==> config.mk <==
export PLATFORM = sky130hd
export DESIGN_NAME = regfile_bypass_sb_flat
export DESIGN_NICKNAME = d
export VERILOG_FILES = /design/src/rtl/pipe_pkg.sv /design/src/rtl/regfile_bypass_sb_if.sv /design/src/rtl/regfile_bypass_sb_read_port.sv /design/src/rtl/regfile_bypass_sb.sv /design/src/flat_wrapper.sv
export SDC_FILE = /design/constraint.sdc
export NUM_CORES = 2
export LEC_CHECK = 0
export CAP_MARGIN = 25
export CORE_MARGIN = 5
export CORE_UTILIZATION = 55
export DETAILED_ROUTE_END_ITERATION = 16
export PLACE_DENSITY = 0.79
export SLEW_MARGIN = 20
export SYNTH_ARGS = -nofsm -noshare
export SYNTH_HDL_FRONTEND = slang
export SYNTH_SLANG_ARGS = --single-unit
==> constraint.sdc <==
create_clock -name clk -period 8 [get_ports clk]
set_input_delay 1.6 -clock clk [delete_from_list [all_inputs] [get_ports clk]]
set_output_delay 1.6 -clock clk [all_outputs]
set_load 0.05 [all_outputs]
==> src/rtl/pipe_pkg.sv <==
// Shared pipeline types: default widths, register-address and data-word types.
package pipe_pkg;
   localparam int DATA_W_DEF = 32;
   localparam int ADDR_W_DEF = 5;

   typedef logic [ADDR_W_DEF-1:0] reg_addr_t;
   typedef logic [DATA_W_DEF-1:0] data_t;

   localparam int unsigned ZERO_ADDR = 0;
endpackage

==> src/rtl/regfile_bypass_sb_if.sv <==
// Decode/writeback side bundle of the register file: read ports, write port, issue and busy.
interface regfile_bypass_sb_if #(
   parameter int DATA_W = 32,
   parameter int ADDR_W = 5
) ();
   logic              we;
   logic [ADDR_W-1:0] wa;
   logic [DATA_W-1:0] wd;
   logic [ADDR_W-1:0] ra1;
   logic [ADDR_W-1:0] ra2;
   logic [DATA_W-1:0] rd1;
   logic [DATA_W-1:0] rd2;
   logic              issue_en;
   logic [ADDR_W-1:0] issue_addr;
   logic              busy1;
   logic              busy2;

   modport master (
      output we, wa, wd, ra1, ra2, issue_en, issue_addr,
      input  rd1, rd2, busy1, busy2
   );

   modport slave (
      input  we, wa, wd, ra1, ra2, issue_en, issue_addr,
      output rd1, rd2, busy1, busy2
   );
endinterface

==> src/rtl/regfile_bypass_sb_read_port.sv <==
// One combinational read port: array mux, same-cycle write forwarding and busy masking.
module rf_read_port
   import pipe_pkg::*;
#(
   parameter int DATA_W   = DATA_W_DEF,
   parameter int NUM_REGS = 32,
   parameter int ADDR_W   = ADDR_W_DEF,
   parameter bit ZERO_REG = 1'b1,
   parameter bit BYPASS   = 1'b1
) (
   input  logic              rst_i,
   input  logic [ADDR_W-1:0] ra_i,
   input  logic              we_i,
   input  logic [ADDR_W-1:0] wa_i,
   input  logic [DATA_W-1:0] wd_i,
   input  logic [DATA_W-1:0] mem_i [NUM_REGS],
   input  logic [NUM_REGS-1:0] busy_i,
   output logic [DATA_W-1:0] rd_o,
   output logic              busy_o
);
   logic in_range;
   logic is_zero;
   logic hit;

   always_comb begin
      in_range = (int'(ra_i) < NUM_REGS);
      is_zero  = ZERO_REG && (ra_i == ADDR_W'(ZERO_ADDR));
      hit      = BYPASS && we_i && (wa_i == ra_i);
      rd_o     = '0;
      busy_o   = 1'b0;
      // Forwarded data also means the pending producer is done, so busy is masked.
      if (!rst_i && in_range && !is_zero) begin
         rd_o   = hit ? wd_i : mem_i[ra_i];
         busy_o = busy_i[ra_i] & ~hit;
      end
   end
endmodule

==> src/rtl/regfile_bypass_sb.sv <==
// Parametrised 2R/1W register file with sync reset, write-to-read bypass and busy scoreboard.
module regfile_bypass_sb
   import pipe_pkg::*;
#(
   parameter int DATA_W   = DATA_W_DEF,
   parameter int NUM_REGS = 32,
   parameter int ADDR_W   = ADDR_W_DEF,
   parameter bit ZERO_REG = 1'b1,
   parameter bit BYPASS   = 1'b1
) (
   input logic clk,
   input logic rst,
   regfile_bypass_sb_if.slave rf
);
   logic [DATA_W-1:0]   mem_q [NUM_REGS];
   logic [NUM_REGS-1:0] busy_q;
   logic [NUM_REGS-1:0] busy_d;
   logic                wr_ok;
   logic                wr_in_range;
   logic                iss_ok;

   always_comb begin
      wr_in_range = rf.we && (int'(rf.wa) < NUM_REGS);
      wr_ok       = wr_in_range && !(ZERO_REG && rf.wa == ADDR_W'(ZERO_ADDR));
      iss_ok      = rf.issue_en && (int'(rf.issue_addr) < NUM_REGS)
                    && !(ZERO_REG && rf.issue_addr == ADDR_W'(ZERO_ADDR));
      busy_d = busy_q;
      if (wr_in_range) busy_d[rf.wa] = 1'b0;
      // Applied after the clear: a new producer supersedes the one completing.
      if (iss_ok) busy_d[rf.issue_addr] = 1'b1;
   end

   always_ff @(posedge clk) begin
      if (rst) begin
         for (int i = 0; i < NUM_REGS; i++) mem_q[i] <= '0;
         busy_q <= '0;
      end else begin
         if (wr_ok) mem_q[rf.wa] <= rf.wd;
         busy_q <= busy_d;
      end
   end

   rf_read_port #(
      .DATA_W(DATA_W), .NUM_REGS(NUM_REGS), .ADDR_W(ADDR_W),
      .ZERO_REG(ZERO_REG), .BYPASS(BYPASS)
   ) u_rp1 (
      .rst_i(rst), .ra_i(rf.ra1), .we_i(rf.we), .wa_i(rf.wa), .wd_i(rf.wd),
      .mem_i(mem_q), .busy_i(busy_q), .rd_o(rf.rd1), .busy_o(rf.busy1)
   );

   rf_read_port #(
      .DATA_W(DATA_W), .NUM_REGS(NUM_REGS), .ADDR_W(ADDR_W),
      .ZERO_REG(ZERO_REG), .BYPASS(BYPASS)
   ) u_rp2 (
      .rst_i(rst), .ra_i(rf.ra2), .we_i(rf.we), .wa_i(rf.wa), .wd_i(rf.wd),
      .mem_i(mem_q), .busy_i(busy_q), .rd_o(rf.rd2), .busy_o(rf.busy2)
   );
endmodule
==> src/flat_wrapper.sv <==
// flat-port wrapper written by rule: the top's interface ports become plain ports
module regfile_bypass_sb_flat import pipe_pkg::*;
#(
   parameter int DATA_W   = DATA_W_DEF,
   parameter int NUM_REGS = 32,
   parameter int ADDR_W   = ADDR_W_DEF,
   parameter bit ZERO_REG = 1'b1,
   parameter bit BYPASS   = 1'b1
)
  (clk, rst, rf_we, rf_wa, rf_wd, rf_ra1, rf_ra2, rf_issue_en, rf_issue_addr, rf_rd1, rf_rd2, rf_busy1, rf_busy2);
  regfile_bypass_sb_if #(.DATA_W(DATA_W), .ADDR_W(ADDR_W)) rf_i ();
  input logic clk;
  input logic rst;
  input wire logic [$bits(rf_i.we)-1:0] rf_we;
  input wire logic [$bits(rf_i.wa)-1:0] rf_wa;
  input wire logic [$bits(rf_i.wd)-1:0] rf_wd;
  input wire logic [$bits(rf_i.ra1)-1:0] rf_ra1;
  input wire logic [$bits(rf_i.ra2)-1:0] rf_ra2;
  input wire logic [$bits(rf_i.issue_en)-1:0] rf_issue_en;
  input wire logic [$bits(rf_i.issue_addr)-1:0] rf_issue_addr;
  output wire logic [$bits(rf_i.rd1)-1:0] rf_rd1;
  output wire logic [$bits(rf_i.rd2)-1:0] rf_rd2;
  output wire logic [$bits(rf_i.busy1)-1:0] rf_busy1;
  output wire logic [$bits(rf_i.busy2)-1:0] rf_busy2;
  assign rf_i.we = rf_we;
  assign rf_i.wa = rf_wa;
  assign rf_i.wd = rf_wd;
  assign rf_i.ra1 = rf_ra1;
  assign rf_i.ra2 = rf_ra2;
  assign rf_i.issue_en = rf_issue_en;
  assign rf_i.issue_addr = rf_issue_addr;
  assign rf_rd1 = rf_i.rd1;
  assign rf_rd2 = rf_i.rd2;
  assign rf_busy1 = rf_i.busy1;
  assign rf_busy2 = rf_i.busy2;
  regfile_bypass_sb #(.DATA_W(DATA_W), .NUM_REGS(NUM_REGS), .ADDR_W(ADDR_W), .ZERO_REG(ZERO_REG), .BYPASS(BYPASS)) u_core (.clk(clk), .rst(rst), .rf(rf_i));
endmodule
== Word level (Yosys, flattened, before mapping) ==
Cells that the tools add are included.

* Bitwise operators: 10
* Mux-type cells: 25
* Order comparisons: 10
* Equal/unequal tests: 2
* Reduce and logical (&&, ||, !) cells: 18

{| class="wikitable"
|+ Operator list
! operator !! count
|-
| bitwise mux 1024 bit || 1
|-
| two-way mux 32 bit || 11
|-
| binary-select mux 32 bit (select 5 bit) || 2
|-
| demux 32 bit (select 5 bit) || 1
|-
| bitwise AND 32 bit || 1
|-
| inverter 32 bit || 1
|-
| OR 32 bit || 1
|-
| < comparator 5 x 6 -> 1 bit, second input constant || 4
|-
| logical NOT 5 bit || 4
|-
| greater-or-equal comparator 6 bit, second input constant || 3
|-
| inverter 5 -> 6 bit || 3
|-
| binary-select mux 1 bit (select 5 bit) || 2
|-
| demux 1 bit (select 5 bit) || 2
|-
| equality test 5 bit || 2
|-
| greater-or-equal comparator 5 x 1 -> 1 bit, second input constant || 2
|-
| logical AND 1 bit || 9
|-
| < comparator 6 x 1 -> 1 bit, second input constant || 1
|-
| two-way mux 1 bit || 6
|-
| logical NOT 1 bit || 5
|-
| bitwise AND 1 bit || 2
|-
| inverter 1 bit || 2
|}

* Word-level logic and storage cells: 98
* Bits in registers: 1056
* Output and inout bits: 66
* Input port bits: 56

== Depth between registers and ports, before layout ==
* Word-level depth: 9
* Depth in mapped cells: 10
* Mapped depth without buffers: 5

== Hierarchy ==
A second synthesis with hierarchy kept.

* Cell total of the unflattened synthesis: 5234
* Area total of the unflattened synthesis: 58168.3 um^2

{| class="wikitable"
|+ Modules (own cells, without submodules)
! module !! seq. area each (um^2) !! cells an instance !! area each (um^2) !! instances
|-
| regfile_bypass_sb || 21140.3 || 3590 || 40211.1 || 1
|-
| rf_read_port || 0.0 || 822 || 8978.6 || 2
|}

== Worst setup path before layout ==
No wires, ideal clock.

* Kind: input to output
* Start: input port rf_ra2[1]
* End: output port rf_rd2[0]
* Buffers on the path: 3
* Data required time: 6.400 ns
* Stages on the path: 7
* Data arrival time: 3.710 ns
* Slack: 2.690 ns
* Cell sequence: buf_2 buf_2 clkbuf_1 mux4_2 mux4_2 and2_1 a221o_1

* Cells in the longest elaborated chain, start to end: 6
* Elaborated cells on any way between the ends: 11
* Classes of those cells: eq/ne (1); mux (5); bitwise (1); reduce/logical (4)

{| class="wikitable"
|+ RTL lines
! item !! RTL line !! RTL
|-
| start, declared || flat_wrapper.sv:18 || <nowiki>input wire logic [$bits(rf_i.ra2)-1:0] rf_ra2;</nowiki>
|-
| inverter 5 -> 6 bit (implied by the code) || regfile_bypass_sb_read_port.sv:33 || <nowiki>rd_o = hit ? wd_i : mem_i[ra_i];</nowiki>
|-
| binary-select mux 32 bit (select 5 bit) || regfile_bypass_sb_read_port.sv:33 ||
|-
| two-way mux 32 bit (implied by the code) (2 in a row) || regfile_bypass_sb_read_port.sv:33 ||
|-
| two-way mux 32 bit || regfile_bypass_sb_read_port.sv:33 ||
|-
| two-way mux 32 bit (*) || regfile_bypass_sb_read_port.sv:32 || <nowiki>if (!rst_i && in_range && !is_zero) begin</nowiki>
|-
| end, declared || flat_wrapper.sv:22 || <nowiki>output wire logic [$bits(rf_i.rd2)-1:0] rf_rd2;</nowiki>
|}

Mark *: on every way between the ends. The rest lies on a longest branch, timed or not. The select of a mux whose other input is x is not followed.

== Worst setup path in the final report ==
* Start: input port rf_ra1[2]
* End: output port rf_rd1[10]

* Cells in the longest elaborated chain, start to end: 6
* Elaborated cells on any way between the ends: 11
* Classes of those cells: eq/ne (1); mux (5); bitwise (1); reduce/logical (4)

{| class="wikitable"
|+ RTL lines
! item !! RTL line !! RTL
|-
| start, declared || flat_wrapper.sv:17 || <nowiki>input wire logic [$bits(rf_i.ra1)-1:0] rf_ra1;</nowiki>
|-
| inverter 5 -> 6 bit (implied by the code) || regfile_bypass_sb_read_port.sv:33 ||
|-
| binary-select mux 32 bit (select 5 bit) || regfile_bypass_sb_read_port.sv:33 ||
|-
| two-way mux 32 bit (implied by the code) (2 in a row) || regfile_bypass_sb_read_port.sv:33 ||
|-
| two-way mux 32 bit || regfile_bypass_sb_read_port.sv:33 ||
|-
| two-way mux 32 bit (*) || regfile_bypass_sb_read_port.sv:32 ||
|-
| end, declared || flat_wrapper.sv:21 || <nowiki>output wire logic [$bits(rf_i.rd1)-1:0] rf_rd1;</nowiki>
|}

Marks and branches as above.

==> reports/metrics.csv <==
metric,value,unit
yosysMostFrequentCell,nand2_1,
finalHoldWorstSlack,0.465,ns
startpoint_type,input port,
layout-drive-gt1-share,15.1,%
syn_inst,6118,
ant_nets,0,
cts_tree,yes,
post_cts_buffers,0,
worstHoldStart,u_core.mem_q[782]$_SDFFE_PP0P_,
synth_seq_area_share,39.2,%
fmax,144,MHz
ys_warn_count,0,
min_path_type,reg -> reg,
cts-htree-levels,3,
required,6.40,ns
status,"finished, final reports clean",
drt_pre_antenna_iters,10,
die_h,323,µm
synth-seq-cells,1056,
grt_first_pass_wirelength,286,mm
synth_largest_area_cell,dfxtp_1,
die-area,104000,µm²
fin_tns_setup,0,ns
syn_area,53900,µm²
worstSkewPairLatency,0.71,ns
final_nets,5904,
fin_skew,0,ns
cts.sinks,1056,
hold_violations,0,
setup_viol,0,
drt-total-wl,194,mm
grt_usage,35.7,%
maxSlewViolCount,0,
arrival,5.32,ns
ys.flop_type,dfxtp_1,
grt_max_degree,215,
gp_congestion,0.965,
holdBufCountCts,0,
grt_overflow,0,
via_count,49800,
power_density,194,nW/µm²
synth_common_cells,"nand2_1, a21oi_1, dfxtp_1",
core,97000,µm²
ys_async_sr_fraction,0,%
synth.net_count,6174,
worstPathMaxFanout,62,
synth.area.top_cells,"dfxtp_1, mux4_2, nand2_1",
wl_per_cell,26.9,µm
maxCapViolCount,0,
io_pins,122,
drc,0,
slew_headroom,26.6,%
post_drt_via_cell_ratio,6.90,
power.leakage,19.4,nW
critPathLaunch,rf_ra1[2],
worst_pin_slew,1.10,ns
cp-end-kind,output pin,
start_util,55.6,%
min_period,6.92,ns
dp.cells,7008,
fp.dieW,323,µm
portBuffers,121,
numCtsBuffers,105,
syn_area_per_cell,8.81,µm²
clk_path_buf_depth,3,
fillers,7600,
antenna_found_initial,14,
synth_edf_count,0,
dp_hpwl,110,mm
stdcell_count,7217,
r2r_start,u_core.mem_q[705]$_SDFFE_PP0P_,
yosysUniqueCellTypes,48,
cts-root-buf,clkbuf_16,
grt_pass1_vias,47800,
period_share,86.6,%
synth_top_cell_area_share,39.2,%
critical_path_class,in -> out,
rsz0062_at_grt,no,
row_count,114,
drtIter0Drc,8581,
ctsResizeCount,0,
synthToLayoutAreaGrowth,10.8,%
clk_pin_slew,0.07,ns
peakVddDrop,0.193,mV
[layout make-up]
| class | count | area (µm²) | area share, % |
|---|---|---|---|
| multi-input cells | 4405 | 30400 | 50.9 |
| flip-flops and latches | 1056 | 21100 | 35.4 |
| clock buffers | 159 | 3160 | 5.29 |
| repair buffers | 276 | 2970 | 4.97 |
| well taps | 1276 | 1600 | 2.67 |
| clock inverters | 31 | 437 | 0.731 |
| diodes | 10 | 25.0 | 0.0419 |
| inverters | 4 | 17.5 | 0.0293 |
[layout by cell type (no fill, tap or decap), types with 9 or more instances in the layout]
cell	instances
clkbuf_1	23
nand2_2	31
a22oi_1	96
mux4_2	459
nor2_1	39
buf_4	139
o21ai_0	31
a221o_1	61
nor2b_1	34
dfxtp_1	1056
clkinv_2	14
clkdlybuf4s50_1	82
nand2_1	2023
mux2i_1	269
clkbuf_8	29
diode_2	10
o211ai_1	33
buf_12	41
a21oi_1	1058
bufinv_16	9
nand3_1	37
and2_1	32
nor2_4	35
clkbuf_16	107
a221oi_1	97
[power breakdown]
part	internal (W)	switching (W)
clock	0.00301	0.00219
combinational	0.000331	0.000726
sequential	0.00530	0.0000289
total	0.00864	0.00294
[per-layer routing]
metal / part of all wire [%] / up-vias / global-route usage [%] / wire length, µm
met4: 7.9 / 6 / 25.1 / 15400
met1: 33 / 23600 / 43.0 / 64800
met2: 43 / 3996 / 53.9 / 84100
met5: 0.024 / - / 0 / 47
met3: 15 / 1132 / 12.0 / 29600
li1: - / 21000 / - / -
[path summary, 6_finish.rpt]
path	cells past startpoint	end	slack, ns
max	9	rf_rd1[10]	1.08
min	2	u_core.mem_q[782]$_SDFFE_PP0P_	0.46
max reg2reg	2	u_core.mem_q[705]$_SDFFE_PP0P_	7.26
min reg2reg	2	u_core.mem_q[782]$_SDFFE_PP0P_	0.46
[critical path, cell delays in order]
cell             delay [ns]
clkdlybuf4s50_1        0.71
buf_4                  0.31
nor2b_4                0.05
buf_4                  0.33
a221oi_1               0.59
o21ai_0                0.23
a21oi_1                0.33
a221o_1                0.19
clkdlybuf4s50_1        0.84
[logic make-up (layout without fill, tap and decap cells)]
group           after synthesis  count (layout)  share of synthesized area [%]
buf+inv                     657             470                           5.12
flops                      1056            1056                           39.2
mux                         728             728                           24.2
other cells                   0              10                              0
compound gates             1394            1394                           14.9
xor+xnor                     10              10                          0.162
simple gates               2273            2273                           16.5
[flip-flops by register name, summed over array words and instances, names as in the netlist]
name / count
u_core.mem_q: 1024
u_core.busy_q: 32
[stage by stage]
stage | worst slack, ns | power [W] | instance area, µm² | util (%)
after detailed placement | 1.26 | 0.00645 | 55900 | 57.7
after CTS | 1.25 | 0.0115 | 59500 | 61.4
after global placement | 1.28 | 0.00643 | 55600 | 57.3
after floorplan | 2.69 | 0.00613 | 53900 | -
final | 1.08 | 0.0116 | 59800 | 61.6
after global routing | 1.13 | 0.0118 | 59800 | 61.6
Note: power is estimated with default switching activity, not from simulation.
